<file path="src/rtl/fpu_to_int_if.sv">
// Valid/ready bundle for the FPU-word to integer converter.
// slave is the converter side, master the producer/consumer side.
interface fpu_to_int_if #(
    parameter int INT_W = 32
);
    logic             in_valid;
    logic             in_ready;
    logic [INT_W-1:0] float_in;
    logic             out_valid;
    logic             out_ready;
    logic [INT_W-1:0] int_out;
    logic [3:0]       flags_out;

    modport slave (
        input  in_valid, float_in, out_ready,
        output in_ready, out_valid, int_out, flags_out
    );

    modport master (
        output in_valid, float_in, out_ready,
        input  in_ready, out_valid, int_out, flags_out
    );
endinterface

</file>
<file path="src/rtl/fpu_to_int.sv">
// FPU-format word to signed integer, truncating toward zero.
// One shifter bit per cycle; flags are {invalid, overflow, inexact, zero}.
module fpu_to_int #(
    parameter int EXP_W = 9,
    parameter int MAN_W = 22,
    parameter int BIAS  = 255,
    parameter int INT_W = 32
) (
    input  logic           clock,
    input  logic           reset,
    fpu_to_int_if.slave    bus
);
    localparam logic [1:0] IDLE  = 2'd0;
    localparam logic [1:0] SHIFT = 2'd1;
    localparam logic [1:0] SIGN  = 2'd2;
    localparam logic [1:0] DONE  = 2'd3;

    localparam logic [EXP_W-1:0] EXP_MAX = '1;
    localparam logic [EXP_W-1:0] EXP_ONE = EXP_W'(BIAS);
    localparam logic [EXP_W-1:0] EXP_PIV = EXP_W'(BIAS + MAN_W);
    localparam logic [EXP_W-1:0] EXP_K30 = EXP_W'(BIAS + INT_W - 2);
    localparam logic [EXP_W-1:0] EXP_K31 = EXP_W'(BIAS + INT_W - 1);
    localparam logic [4:0]       PIV_LO  = 5'(BIAS + MAN_W);

    logic [1:0]       state;
    logic [INT_W-1:0] sig;
    logic [4:0]       cnt;
    logic             right;
    logic             neg;
    logic             sticky;
    logic [INT_W-1:0] int_q;
    logic [3:0]       flags_q;

    logic             sgn;
    logic [EXP_W-1:0] exp_f;
    logic [MAN_W-1:0] man;
    logic [INT_W-1:0] sat;

    assign sgn   = bus.float_in[INT_W-1];
    assign exp_f = bus.float_in[INT_W-2 -: EXP_W];
    assign man   = bus.float_in[MAN_W-1:0];
    assign sat   = {sgn, {(INT_W-1){~sgn}}};

    assign bus.in_ready  = (state == IDLE);
    assign bus.out_valid = (state == DONE);
    assign bus.int_out   = int_q;
    assign bus.flags_out = flags_q;

    always_ff @(posedge clock or negedge reset) begin
        if (!reset) begin
            state   <= IDLE;
            sig     <= '0;
            cnt     <= '0;
            right   <= 1'b0;
            neg     <= 1'b0;
            sticky  <= 1'b0;
            int_q   <= '0;
            flags_q <= '0;
        end else begin
            unique case (state)
                IDLE: begin
                    if (bus.in_valid) begin
                        neg    <= sgn;
                        sticky <= 1'b0;
                        state  <= DONE;
                        // Earlier arms shadow later ones, so order matters.
                        priority case (1'b1)
                            (exp_f == '0): begin
                                int_q   <= '0;
                                flags_q <= 4'b0001;
                            end
                            (exp_f == EXP_MAX && man != '0): begin
                                int_q   <= '0;
                                flags_q <= 4'b1001;
                            end
                            (exp_f == EXP_MAX): begin
                                int_q   <= sat;
                                flags_q <= 4'b0100;
                            end
                            (exp_f < EXP_ONE): begin
                                int_q   <= '0;
                                flags_q <= 4'b0011;
                            end
                            (exp_f == EXP_K31 && sgn && man == '0): begin
                                int_q   <= sat;
                                flags_q <= 4'b0000;
                            end
                            (exp_f > EXP_K30): begin
                                int_q   <= sat;
                                flags_q <= 4'b0100;
                            end
                            default: begin
                                sig   <= {{(INT_W-MAN_W-1){1'b0}}, 1'b1, man};
                                right <= (exp_f < EXP_PIV);
                                cnt   <= (exp_f < EXP_PIV)
                                         ? (PIV_LO - exp_f[4:0])
                                         : (exp_f[4:0] - PIV_LO);
                                state <= SHIFT;
                            end
                        endcase
                    end
                end
                SHIFT: begin
                    if (cnt == '0) begin
                        state <= SIGN;
                    end else begin
                        cnt <= cnt - 5'd1;
                        if (right) begin
                            sig    <= sig >> 1;
                            sticky <= sticky | sig[0];
                        end else begin
                            sig <= sig << 1;
                        end
                    end
                end
                SIGN: begin
                    int_q   <= neg ? (~sig + 1'b1) : sig;
                    flags_q <= {2'b00, sticky, 1'b0};
                    state   <= DONE;
                end
                DONE: begin
                    if (bus.out_ready) state <= IDLE;
                end
            endcase
        end
    end
endmodule

</file>
<file path="src/flat_wrapper.sv">
// flat-port wrapper written by rule: the top's interface ports become plain ports
module fpu_to_int_flat 
#(
    parameter int EXP_W = 9,
    parameter int MAN_W = 22,
    parameter int BIAS  = 255,
    parameter int INT_W = 32
)
  (clock, reset, bus_in_valid, bus_float_in, bus_out_ready, bus_in_ready, bus_out_valid, bus_int_out, bus_flags_out);
  fpu_to_int_if #(.INT_W(INT_W)) bus_i ();
  input  logic clock;
  input  logic reset;
  input wire logic [$bits(bus_i.in_valid)-1:0] bus_in_valid;
  input wire logic [$bits(bus_i.float_in)-1:0] bus_float_in;
  input wire logic [$bits(bus_i.out_ready)-1:0] bus_out_ready;
  output wire logic [$bits(bus_i.in_ready)-1:0] bus_in_ready;
  output wire logic [$bits(bus_i.out_valid)-1:0] bus_out_valid;
  output wire logic [$bits(bus_i.int_out)-1:0] bus_int_out;
  output wire logic [$bits(bus_i.flags_out)-1:0] bus_flags_out;
  assign bus_i.in_valid = bus_in_valid;
  assign bus_i.float_in = bus_float_in;
  assign bus_i.out_ready = bus_out_ready;
  assign bus_in_ready = bus_i.in_ready;
  assign bus_out_valid = bus_i.out_valid;
  assign bus_int_out = bus_i.int_out;
  assign bus_flags_out = bus_i.flags_out;
  fpu_to_int #(.EXP_W(EXP_W), .MAN_W(MAN_W), .BIAS(BIAS), .INT_W(INT_W)) u_core (.clock(clock), .reset(reset), .bus(bus_i));
endmodule
</file>
<file path="config.mk">
export PLATFORM = sky130hd
export DESIGN_NAME = fpu_to_int_flat
export DESIGN_NICKNAME = d
export VERILOG_FILES = /design/src/rtl/fpu_to_int_if.sv /design/src/rtl/fpu_to_int.sv /design/src/flat_wrapper.sv
export SDC_FILE = /design/constraint.sdc
export NUM_CORES = 1
export LEC_CHECK = 0
export CAP_MARGIN = 20
export CORE_AREA = 2 2 87 152
export CTS_CLUSTER_DIAMETER = 50
export CTS_CLUSTER_SIZE = 30
export DETAILED_ROUTE_END_ITERATION = 8
export DIE_AREA = 0 0 89 154
export GPL_TIMING_DRIVEN = 0
export SETUP_SLACK_MARGIN = 0.05
export SYNTH_ARGS = -nofsm -noshare
export SYNTH_HDL_FRONTEND = slang
export SYNTH_SLANG_ARGS = --single-unit
</file>
<file path="constraint.sdc">
create_clock -name clock -period 2.45 [get_ports clock]
set_clock_uncertainty 0.2 [all_clocks]
set_input_delay 0.245 -clock clock [delete_from_list [all_inputs] [get_ports clock]]
set_output_delay 0.245 -clock clock [all_outputs]
set_load 0.01 [all_outputs]
</file>
# Word level (Yosys, flattened, before mapping)
# Cells that the tools add are included.
[op_classes]
n_reduce_logical = 16
muxes = 51
bitwise = 9
n_eq_ne = 17
n_addsub = 4
magnitude_cmp = 3
[ops]
columns = ["operator", "count"]
rows = [
  ["$mux 32", 17],
  ["$pmux 32 s2", 2],
  ["$mux 5", 9],
  ["$add 32x1->32 const B", 1],
  ["$not 32->32", 1],
  ["$mux 4", 7],
  ["$logic_not 22->1", 1],
  ["$reduce_bool 22->1", 1],
  ["$eq 9x9->1 const B", 2],
  ["$mux 2", 9],
  ["$ne 2x2->1 const B", 9],
  ["$pmux 5 s2", 1],
  ["$gt 9x9->1 const B", 1],
  ["$logic_not 9->1", 1],
  ["$lt 9x8->1 const B", 1],
  ["$lt 9x9->1 const B", 1],
  ["$reduce_and 9->1", 1],
  ["$pmux 2 s4", 1],
  ["$pmux 4 s2", 1],
  ["$reduce_and 8->1", 1],
  ["$ne 7x1->1 const B", 1],
  ["$not 1->1", 7],
  ["$reduce_and 3->1", 2],
  ["$logic_not 5->1", 1],
  ["14 further kinds", 21],
]
[totals]
register_bits = 78
word_cells = 108
output_inout_bits = 38
input_bits = 36

# Longest topological paths before layout
[depth]
word_depth = 10
mapped_depth = 11
ltp_nobuf = 8

# Least setup slack after synthesis
# No wires, ideal clock.
[synth_timing]
path_kind = "register to register"
start = "register u_core.sig[12]"
end = "register u_core.int_q[30], in the netlist u_core.bus.int_out[30]"
setup_ns = 0.073
t_arrival_ns = 2.319
period_less_slack_ns = 2.592
path_slack_ns = -0.142
t_required_ns = 2.177
n_path_buf = 1
path_stages_with_launch = 8
path_cell_list = "dfrtp_1 > or4_4 > or4_4 > buf_6 > o41a_1 > xnor2_1 > nand2_1 > a21oi_2"
[synth_via]
elab_chain_cells = 4
[synth_rtl]
columns = ["element", "line_no", "source"]
rows = [
  ["start: declaration", "fpu_to_int.sv:26", "logic [INT_W-1:0] sig;"],
  ["start signal: assignment", "fpu_to_int.sv:93", "sig <= {{(INT_W-MAN_W-1){1'b0}}, 1'b1, man};"],
  ["start signal: assignment", "fpu_to_int.sv:109", "sig <= sig >> 1;"],
  ["start signal: assignment", "fpu_to_int.sv:112", "sig <= sig << 1;"],
  ["$not 32->32", "fpu_to_int.sv:117", "int_q <= neg ? (~sig + 1'b1) : sig;"],
  ["$add 32x1->32", "fpu_to_int.sv:117", ""],
  ["$mux 32", "fpu_to_int.sv:117", ""],
  ["$pmux 32 s2", "fpu_to_int.sv:60", "unique case (state)"],
  ["end signal: assignment", "fpu_to_int.sv:77", "int_q <= sat;"],
  ["end signal: assignment", "fpu_to_int.sv:85", "int_q <= sat;"],
  ["end signal: assignment", "fpu_to_int.sv:117", ""],
  ["end: declaration", "fpu_to_int.sv:31", "logic [INT_W-1:0] int_q;"],
]
# No other way between the ends.
# A chain may end at the register's enable or synchronous reset.

# Worst setup path after layout
[layout_timing]
start = "register u_core.sig[11]"
end = "register u_core.int_q[18], in the netlist u_core.bus.int_out[18]"
# Same word-level chain as after synthesis.

==> flow_summary.json <==
{
  "status": "finished with violations",
  "violations": "setup timing",
  "rrSetupSlack_ns": -0.30,
  "drc": 0,
  "synthesis.area_um2": 5030,
  "timing.rr.end": "u_core.bus.int_out[18]",
  "clk_latency_ns": 0.34,
  "crit_arrival_ns": 2.77,
  "critPathCaptureType": "flip-flop",
  "maxCapViolCount": 0,
  "core-area_um2": 12400,
  "slew_viol_final": 0,
  "syn-num-nets": 653,
  "cts_buffers": 9,
  "worstPathMaxFanout": 6,
  "hp-class": "in -> reg",
  "hold-path-endpoint": "u_core.sig[5]",
  "rows": 54,
  "ioPinCount": 74,
  "hold_violations": 0,
  "grt-ovfl-total": 0,
  "path_clk_slew_ns": 0.06,
  "drive_gt1_frac": 0.206,
  "start_util": 0.404,
  "routedWlPerCell_um": 18.5,
  "final_cells": 887,
  "synthArstFlopShare": 1.00,
  "drtIter0Drc": 310,
  "cts_max_level": 3,
  "clock_sinks": 78,
  "nFillCells": 1121,
  "r2r_cells": 8,
  "die_x_um": 89,
  "synth_edf_count": 0,
  "p_leak_nw": 2.93,
  "synth.avg_cell_area_um2": 8.34,
  "globalplace.congestion": 0.862,
  "clockBufferDepth": 2,
  "port_buffers": 72,
  "hpwl_um": 11800,
  "p_per_area_nw_per_um2": 1410,
  "dp.cells": 844,
  "ys_seq_elements": 78,
  "firstDrtPassIters": 5,
  "worst_slew_pin_slew_ns": 0.921,
  "grt_usage": 0.245,
  "r2r-start": "u_core.sig[11]",
  "timing.hold.ws_ns": 0.0881,
  "n_antenna_cell": 0,
  "cts_root_buf": "clkbuf_16",
  "drt.antenna.violating_nets": 0,
  "grt_pass1_vias": 5061,
  "cts_tree": "yes",
  "worstSetupPathType": "reg -> reg",
  "syn_to_final_growth_pct": 43.0,
  "fin_crit_ns": 2.75,
  "critPathRequiredTime_ns": 2.47,
  "final_nets": 765,
  "worstSetupStartpointType": "flip-flop",
  "routed_wl_um": 16400,
  "synth-seq-area-share": 0.388,
  "ir_worst_vdd_mv": 0.497,
  "timing.final.crit_share": 1.12,
  "vias": 4989,
  "fmax_mhz": 363,
  "synthFlopType": "dfrtp_1",
  "dieArea_um2": 13700,
  "rsz0062_at_grt": "true",
  "vias_per_cell": 5.62,
  "grt_max_degree": 64,
  "max_slew_margin": 0.386,
  "synth_cell_types": 54,
  "finalWorstSetupSlack_ns": -0.302,
  "antenna_found_initial": 0,
  "fp.dieH_um": 154,
  "min_from": "bus_float_in[5]",
  "setup_viol": 16,
  "yosysWarningCount": 0,
  "whs_path_depth": 3,
  "grt_pass1_wl_um": 25900,
  "syn_inst": 603
}
layout by cell type (no fill, tap or decap), drive strengths merged, types with 19 or more instances in the layout:
cell and instances:
a21oi 84, mux2i 30, xnor2 29, o21ai 46
o31ai 19, nand2 62, dfrtp 78, clkbuf 45
buf 47, nor2 68, clkdlybuf4s50 59, inv 19
how the worst max path moves through the flow:
stage                      from                      to  slack (ns)  cells past startpoint
2_1_floorplan    u_core.sig[11]  u_core.bus.int_out[26]       -0.11                      8
3_3_place_gp              reset  u_core.bus.int_out[10]       -1.93                      1
3_5_place_dp   bus_float_in[23]  u_core.bus.int_out[26]       -1.47                      9
4_1_cts          u_core.sig[11]  u_core.bus.int_out[26]       -0.20                      8
5_1_grt          u_core.sig[11]  u_core.bus.int_out[18]       -0.31                      8
6_report         u_core.sig[11]  u_core.bus.int_out[18]       -0.30                      8
metrics by stage:
stage                     area (um2)  setup WS, ns  TNS (ns)   util  power (W)
after floorplan                 5050        -0.107    -0.524      -    0.00557
after global placement          5980         -1.93   -226.91  0.481    0.00724
after detailed placement        6010         -1.47    -80.32  0.483    0.00737
after CTS                       6870        -0.199     -2.03  0.552    0.00968
after global routing            7190        -0.312     -3.07  0.578     0.0108
final                           7190        -0.302     -2.16  0.578     0.0101
cell type report:
type                            count  area (um2)  area share
Multi-Input combinational cell    456        3270       0.454
Sequential cell                    78        1960       0.272
Timing Repair Buffer              104        1030       0.144
Buffer                             47         294      0.0409
Clock buffer                       12         267      0.0371
Tap cell                          168         210      0.0292
Clock inverter                      3        90.1      0.0125
Inverter                           19        71.3     0.00992
registers in the layout (all words and copies together) (netlist names):
register	count
u_core.state	2
u_core.sig	32
u_core.bus.flags_out	4
u_core.right	1
u_core.sticky	1
u_core.bus.int_out	32
u_core.cnt	5
u_core.neg	1
kinds of logic after synthesis:
family / share of synthesized area
compound gates: 0.227
xor+xnor: 0.0540
fa+ha+maj: 0.0348
buf+inv: 0.0553
flops: 0.388
mux: 0.0687
simple gates: 0.172
per-layer routing:
layer  global-route usage  routed length (um)  up-vias
met5                    0                   0        -
met4                0.105                 670        0
met3               0.0284                 513       44
met2                0.444                8960      149
met1                0.278                6230     2423
li1                     -                   -     2373
critical path, cell delays in order (launching register included):
cell and delay (ns):
dfrtp_2 0.41, or4_4 0.54, or4_4 0.46, buf_12 0.17, buf_4 0.15, o41ai_4 0.27, xnor2_1 0.16, a21oi_1 0.18
a21oi_1 0.09
repair_timing:
| item | 4_1_cts | 5_1_grt |
|---|---|---|
| endpoints found under the hold margin | 78 | 0 |
| hold buffers | 1 | 0 |
| setup buffers | 19 | 10 |
| endpoints found under the setup margin | 74 | 67 |
| pin swaps | 31 | 43 |
| gates cloned | 1 | 0 |
| gates resized for setup | 89 | 71 |
cell usage after synthesis, drive strengths merged (2+ instances only):
cell type	n	area share
mux2	4	0.0090
o31ai	19	0.032
xnor2	29	0.051
a21o	2	0.0030
or2	2	0.0025
a22oi	2	0.0030
ha	14	0.035
clkbuf	41	0.031
or3	4	0.0050
nor3	10	0.010
o22ai	4	0.0050
o41ai	7	0.017
and3	4	0.0050
o21ai	46	0.046
or4	3	0.0060
nor4	12	0.015
dfrtp	78	0.39
o311a	2	0.0040
a21boi	4	0.0060
nand3	9	0.0090
nand2b	4	0.0050
o211ai	2	0.0030
nor2	68	0.051
a21oi	84	0.084
a31oi	6	0.0075
nand4	5	0.0062
o2111a	2	0.0045
inv	19	0.014
nand2	62	0.046
xor2	2	0.0035
mux2i	30	0.060
buf	9	0.010
power by group:
group | switching, W | internal (W)
clock network | 0.000536 | 0.00107
logic | 0.00337 | 0.00277
registers | 0.000511 | 0.00188
Power figures use the tool's default switching activity.
